### src/rtl/sat_counter.sv
// Saturating up-counter with a synchronous clear that takes priority over increment.
module sat_counter #(
  parameter int unsigned CNT_W = 16
) (
  input  logic             clk,
  input  logic             rst,
  input  logic             inc,
  input  logic             clr,
  output logic [CNT_W-1:0] q
);

  always_ff @(posedge clk or posedge rst) begin
    if (rst) begin
      q <= '0;
    end else if (clr) begin
      q <= '0;
    end else if (inc && (q != {CNT_W{1'b1}})) begin
      q <= q + 1'b1;
    end
  end

endmodule

### config.mk
export PLATFORM = sky130hd
export DESIGN_NAME = sat_counter
export DESIGN_NICKNAME = d
export VERILOG_FILES = /design/src/rtl/sat_counter.sv
export SDC_FILE = /design/constraint.sdc
export NUM_CORES = 1
export LEC_CHECK = 0
export BUFFER_PORTS_ARGS = -buffer_cell sky130_fd_sc_hd__buf_4
export CAP_MARGIN = 10
export CORE_MARGIN = 4
export CORE_UTILIZATION = 35
export DETAILED_ROUTE_END_ITERATION = 16
export PLACE_DENSITY = 0.62
export SLEW_MARGIN = 20
export SYNTH_ARGS = -nofsm -noshare
export SYNTH_HDL_FRONTEND = slang
export SYNTH_SLANG_ARGS = --single-unit
### constraint.sdc
create_clock -name clk -period 1.95 [get_ports clk]
set_input_delay 0.195 -clock clk [delete_from_list [all_inputs] [get_ports clk]]
set_output_delay 0.195 -clock clk [all_outputs]
set_load 0.02 [all_outputs]
==> impl_metrics.env, run 1 <==
export IMPL_status="finished, final reports clean"
export IMPL_vias=938
export IMPL_path_buf_inv=0
export IMPL_cts_buffers_inserted=3
export IMPL_ys_seq_area_frac=0.430
export IMPL_tightest_slew_ps=642
export IMPL_via_per_inst=5.90
export IMPL_synth_fp_nets=106
export IMPL_crit_required_ps=2170
export IMPL_ant_nets=0
export IMPL_setup_viol=0
export IMPL_final_cell_mix="buf_4, dfrtp_1, a21oi_1"
export IMPL_cts_buffer_depth=2
export IMPL_grt_pass1_vias=870
export IMPL_port_buffer_count=19
export IMPL_reg_top3="q x16"
export IMPL_die_x_um=59.6
export IMPL_netlist_area_um2=932
export IMPL_layout_drive_gt1_share=0.310
export IMPL_layout_commonest_cell="buf_4"
export IMPL_root_buffer="clkbuf_4"
export IMPL_clk_latency_ps=290
export IMPL_dp_slack_ps=109
export IMPL_hold_viol=0
export IMPL_place_congestion=0.776
export IMPL_synthTopCellsByArea="dfrtp_1, a21oi_1, or4_1, o31ai_1, or3_1"
export IMPL_slew_violations=0
export IMPL_clock_skew_ps=6.92
export IMPL_antenna_found_initial=0
export IMPL_largest_reg_flops=16
export IMPL_cts_htree_levels=1
export IMPL_wire_per_inst_um=14.4
export IMPL_crit_chain="nand4_1 > or4_4 > or4_1 > a21oi_1"
export IMPL_cts_tree="built"
export IMPL_grt_pass1_wl_um=3880
export IMPL_place_hpwl_um=1630
export IMPL_routed_wl_um=2290
export IMPL_crit_path_end_kind="flip-flop"
export IMPL_synth_compound_area_frac=0.157
export IMPL_die_area_um2=3550
export IMPL_initial_core_util=0.373
export IMPL_fmax_mhz=532
export IMPL_crit_fanout=6
export IMPL_core_area_um2=2500
export IMPL_ys_ff_latch=16
export IMPL_synthAdderAreaFrac=0.0134
export IMPL_yosysUniqueCellTypes=29
export IMPL_post_cts_setup_buffers=0
export IMPL_muxShareOfSynthArea=0.0349
export IMPL_grt_max_degree=20
export IMPL_drcViolationCount=0
export IMPL_critPathLaunchType="flip-flop"
export IMPL_synth_top_family_by_area="simple AND/OR/NAND/NOR gates"
export IMPL_cap_violations=0
export IMPL_power_density_nw_per_um2=519
export IMPL_top_register="q"
export IMPL_ir_drop_mv=0.243
export IMPL_rsz0062_at_grt="no"
export IMPL_hold_path_class="in2reg"
export IMPL_die_h_um=59.6
export IMPL_synth_xor_area_frac=0
export IMPL_period_minus_slack_ps=1880
export IMPL_worst_slack_ps=69.7
export IMPL_arrival_ps=2100
export IMPL_num_io_pins=20
export IMPL_fin_nets=135
export IMPL_grt_overflow=0
export IMPL_hold_ws_ps=191
export IMPL_avgSynthCellArea_um2=9.23
export IMPL_clk_pin_slew_ps=100
export IMPL_cp_slowest_cell="or4_4"
export IMPL_synthCells=101
export IMPL_n_antenna_cell=0
export IMPL_grt_total_usage=0.146
export IMPL_slew_limit_headroom=0.571
export IMPL_cpPeakStageDelay_ps=570
export IMPL_stdcell_area_um2=1200
export IMPL_post_route_period_util=0.964
export IMPL_clock_sinks=16
export IMPL_yosys_area_top_type="dfrtp_1"
export IMPL_p_leak_nw=0.489
export IMPL_area_growth_pct=29.0
export IMPL_drt_pass1_iterations=4
export IMPL_crit_family="simple AND/OR/NAND/NOR gates"
export IMPL_yosys_area_share_simple=0.326
export IMPL_ys_warnings_count=0
export IMPL_n_fill_cell=236
export IMPL_fp_row_count=18
export IMPL_place_area_um2=1150
export IMPL_fin_tns_setup_ps=0
export IMPL_synth_top_cell_area_share=0.430
export IMPL_setup_worst_path_class="reg2reg"
export IMPL_drt_iter0_markers=33
[Yosys cell counts]
| library cell | instances |
|---|---|
| or3_2 | 1 |
| buf_4 | 1 |
| mux2i_1 | 1 |
| or3_1 | 6 |
| nand4_1 | 4 |
| nand2b_1 | 2 |
| dfrtp_1 | 16 |
| nand4_4 | 1 |
| mux2_2 | 2 |
| o41ai_1 | 2 |
| nor2_1 | 3 |
| or4_2 | 1 |
| a21oi_1 | 12 |
| o21ai_0 | 5 |
| nand2_1 | 6 |
| nor2b_1 | 3 |
| nor3_1 | 4 |
| nor4_1 | 3 |
| and4_1 | 1 |
| clkbuf_2 | 1 |
| nand3_1 | 7 |
| ha_1 | 1 |
| dlygate4sd1_1 | 1 |
| a31oi_1 | 1 |
| clkbuf_1 | 1 |
| o31ai_1 | 5 |
| or4_4 | 1 |
| or4_1 | 6 |
| inv_1 | 3 |
[final timing paths]
| kind | from | to | slack (ps) | cells past startpoint |
|---|---|---|---|---|
| max | q[5]$_DFFE_PP0P_ | q[13]$_DFFE_PP0P_ | 70 | 4 |
| min | clr | q[7]$_DFFE_PP0P_ | 190 | 2 |
| max reg2reg | q[5]$_DFFE_PP0P_ | q[13]$_DFFE_PP0P_ | 70 | 4 |
| min reg2reg | q[14]$_DFFE_PP0P_ | q[14]$_DFFE_PP0P_ | 590 | 2 |
| max in group asynchronous | rst | q[2]$_DFFE_PP0P_ | 950 | 3 |
| min in group asynchronous | rst | q[0]$_DFFE_PP0P_ | 540 | 3 |
[what timing repair did]
action | 4_1_cts | 5_1_grt
hold buffers | 1 | 0
endpoints found under the hold margin | 9 | 0
setup endpoints to repair | 0 | 3
gates resized for setup | 0 | 3
[cell type report]
type	instances	area, µm²	area share
clock buffer	4	36.3	0.0302
inverter	3	11.3	0.00937
timing repair buffer	28	213	0.177
sequential	16	403	0.335
multi-input combinational	78	502	0.417
tap	30	37.5	0.0312
[stage by stage]
| step | instances | power (W) | utilization |
|---|---|---|---|
| after floorplan | 101 | 0.000378 | - |
| after global placement | 154 | 0.000400 | 0.459 |
| after detailed placement | 154 | 0.000401 | 0.459 |
| after CTS | 159 | 0.000631 | 0.477 |
| after global routing | 159 | 0.000647 | 0.481 |
| final | 159 | 0.000624 | 0.481 |
[power breakdown]
| part | internal, W | switching, W | total (W) |
|---|---|---|---|
| Sequential | 0.000336 | 0.00000283 | 0.000338 |
| Clock | 0.000114 | 0.000115 | 0.000229 |
| Combinational | 0.0000233 | 0.0000339 | 0.0000573 |
[kinds of logic (layout without fill, tap and decap cells)]
| logic type | Yosys count | after routing |
|---|---|---|
| AOI/OAI and AO/OA | 25 | 25 |
| adders and majority gates | 1 | 1 |
| buffers and inverters | 7 | 35 |
| DFF | 16 | 16 |
| muxes | 3 | 3 |
| and+or+nand+nor | 49 | 49 |
[routing by layer]
layer | vias up | part of all wire | routed length (µm) | track usage
met2 | 30 | 0.45 | 1040 | 0.228
li1 | 450 | - | - | -
met1 | 453 | 0.47 | 1080 | 0.195
met5 | - | 0 | 0 | 0
met3 | 5 | 0.058 | 132 | 0.0327
met4 | 0 | 0.017 | 38 | 0.0601
Note: power is estimated with default switching activity, not from simulation.
==> run 2: changes to the inputs <==
ABC_AREA = 1   (was default)
PLACE_DENSITY = 0.61   (was 0.62)
==> impl_metrics.env, run 2 <==
export IMPL_routed_wl_um=2470
export IMPL_initial_core_util=0.380
export IMPL_grt_total_usage=0.134
export IMPL_synthTopCellsByArea="dfrtp_1, nand2_1, nand4_1, nand3_1, inv_1"
export IMPL_slew_limit_headroom=0.595
export IMPL_async_flop_share=1.00
export IMPL_yosysUniqueCellTypes=24
export IMPL_die_x_um=63.6
export IMPL_cpPeakStageDelay_ps=430
export IMPL_ant_nets=0
export IMPL_ys_seq_area_frac=0.370
export IMPL_cap_violations=0
export IMPL_switching_share=0.263
export IMPL_antenna_found_initial=0
export IMPL_avgSynthCellArea_um2=6.81
export IMPL_vias=1048
export IMPL_crit_path_end_kind="flip-flop"
export IMPL_setup_viol=0
export IMPL_p_leak_nw=0.699
export IMPL_port_buffer_count=19
export IMPL_crit_chain="ha_1 > nand2_2 > nor2_8 > nand2_4 > nor2_4 > nor2_2 > nor2_4 > nand2_1 > nand2_1"
export IMPL_p_int_w=0.000424
export IMPL_synthCells=159
export IMPL_grt_pass1_vias=1001
export IMPL_ys_warnings_count=0
export IMPL_status="finished with violations"
export IMPL_wl_met1_um=1210
export IMPL_place_hpwl_um=1880
export IMPL_power_switching_w=0.000151
export IMPL_synth_common_cells="nand2_1, dfrtp_1, inv_1, nor2_1, nand3_1"
export IMPL_netlist_area_um2=1080
export IMPL_ys_ff_latch=16
export IMPL_final_cell_mix="nand2_1, buf_4, inv_1, nor2_1, dfrtp_1"
export IMPL_cts_hold_fix_buffers=0
export IMPL_cts_tree="built"
export IMPL_cp_slowest_cell="dfrtp_1"
export IMPL_regArea_um2=400
export IMPL_layout_drive_gt1_share=0.179
export IMPL_rsz0062_at_grt="no"
export IMPL_failed_checks="hold timing"
export IMPL_top_register="q"
export IMPL_post_route_period_util=0.871
export IMPL_grt_pass1_wl_um=4410
export IMPL_hold_viol=16
export IMPL_clock_sinks=16
export IMPL_tightest_slew_ps=607
export IMPL_slew_violations=0
export IMPL_cts_buffers_inserted=3
export IMPL_grt_max_degree=17
export IMPL_arrival_ps=1930
export IMPL_n_antenna_cell=0
export IMPL_area_growth_pct=17.7
export IMPL_wire_per_inst_um=11.8
export IMPL_die_h_um=63.6
export IMPL_crit_required_ps=2180
export IMPL_period_minus_slack_ps=1700
export IMPL_reg_top3="q x16"
export IMPL_post_cts_setup_buffers=0
export IMPL_fmax_mhz=589
export IMPL_instances_no_fill=210
export IMPL_hold_path_class="in2async"
export IMPL_fin_tns_setup_ps=0
export IMPL_combPwrFrac=0.090
export IMPL_place_inst=207
export IMPL_ir_drop_mv=0.388
export IMPL_highest_signal_layer="met4"
export IMPL_layout_commonest_cell="nand2_1"
export IMPL_drt_iter0_markers=20
export IMPL_crit_fanout=14
export IMPL_clk_latency_ps=290
export IMPL_grt_overflow=0
export IMPL_dr_wl_met3_um=161
export IMPL_via_per_inst=4.99
export IMPL_root_buffer="clkbuf_4"
export IMPL_yosys_area_top_type="dfrtp_1"
export IMPL_largest_reg_flops=16
export IMPL_met2_length_um=1070
export IMPL_cts_buffer_depth=2
export IMPL_critPathLaunchType="flip-flop"
export IMPL_pwr_share_clk=0.317
export IMPL_p_total_w=0.000574
export IMPL_synth_top_cell_area_share=0.370
export IMPL_cts_resized=0
export IMPL_fp_row_count=19
export IMPL_num_io_pins=20
export IMPL_multi_input_area_um2=596
export IMPL_pwr_share_seq=0.592
export IMPL_power_density_nw_per_um2=450
export IMPL_cts_htree_levels=1
export IMPL_clk_pin_slew_ps=100
export IMPL_hold_ws_ps=-35.4
export IMPL_synth_fp_nets=164
export IMPL_drcViolationCount=0
export IMPL_n_fill_cell=296
export IMPL_synth_edff_count=0
export IMPL_setup_worst_path_class="reg2reg"
export IMPL_place_congestion=0.869
export IMPL_drt_pass1_iterations=4
export IMPL_core_area_um2=2850
export IMPL_synthFlopType="dfrtp_1"
export IMPL_synth_most_common_cell="nand2_1"
export IMPL_fin_nets=186
export IMPL_clock_skew_ps=8.62
export IMPL_die_area_um2=4050
## run 2: area by class of cell
cell class              count  share of cell area
inverters                  18              0.0530
multi-input cells         122               0.467
flip-flops and latches     16               0.314
well taps                  31              0.0304
repair buffers             20               0.118
clock buffers               3              0.0177
## run 2: power groups by stage
stage / Clock (W) / Combinational (W) / Sequential (W)
6_report: 0.000182 / 0.0000520 / 0.000340
5_1_grt: 0.000205 / 0.0000600 / 0.000341
4_1_cts: 0.000192 / 0.0000535 / 0.000340
3_5_place_dp: 0 / 0.0000534 / 0.000347
3_3_place_gp: 0 / 0.0000533 / 0.000346
2_1_floorplan: 0 / 0.0000299 / 0.000350
## run 2: path summary, 6_finish.rpt
check                      cells after the start           endpoint         startpoint  slack, ps
min reg2reg                                    2  q[14]$_DFFE_PP0P_  q[14]$_DFFE_PP0P_        570
min                                            2   q[2]$_DFFE_PP0P_                rst        -40
min in group clk                               4  q[15]$_DFFE_PP0P_                clr        200
max                                            9   q[0]$_DFFE_PP0P_   q[0]$_DFFE_PP0P_        250
max in group asynchronous                      2   q[6]$_DFFE_PP0P_                rst       1580
max reg2reg                                    9   q[0]$_DFFE_PP0P_   q[0]$_DFFE_PP0P_        250
## run 2: per-layer routing
layer | GRT usage | vias up
met5 | 0 | -
met3 | 0.0444 | 4
met4 | 0.0377 | 0
li1 | - | 544
met2 | 0.209 | 36
met1 | 0.176 | 464
## run 2: logic make-up after synthesis
group                    synth area share
buffers and inverters              0.0808
AO/OA/AOI/OAI                      0.0138
AND/OR/NAND/NOR                     0.492
XOR/XNOR                           0.0323
adder cells (fa/ha/maj)            0.0115
flip-flops                          0.370
## run 2: per-stage QoR
step / worst slack (ps) / util / cell area (µm²)
3_5_place_dp: 255 / 0.439 / 1250
4_1_cts: 230 / 0.447 / 1270
2_1_floorplan: 300 / - / 1080
5_1_grt: 78.1 / 0.447 / 1270
6_report: 252 / 0.447 / 1270
3_3_place_gp: 322 / 0.439 / 1250
## run 2: critical path, delay by kind of cell (launching register included)
kind | cells | cell delay, ps
flops | 1 | 430
fa+ha+maj | 1 | 230
simple gates | 8 | 970
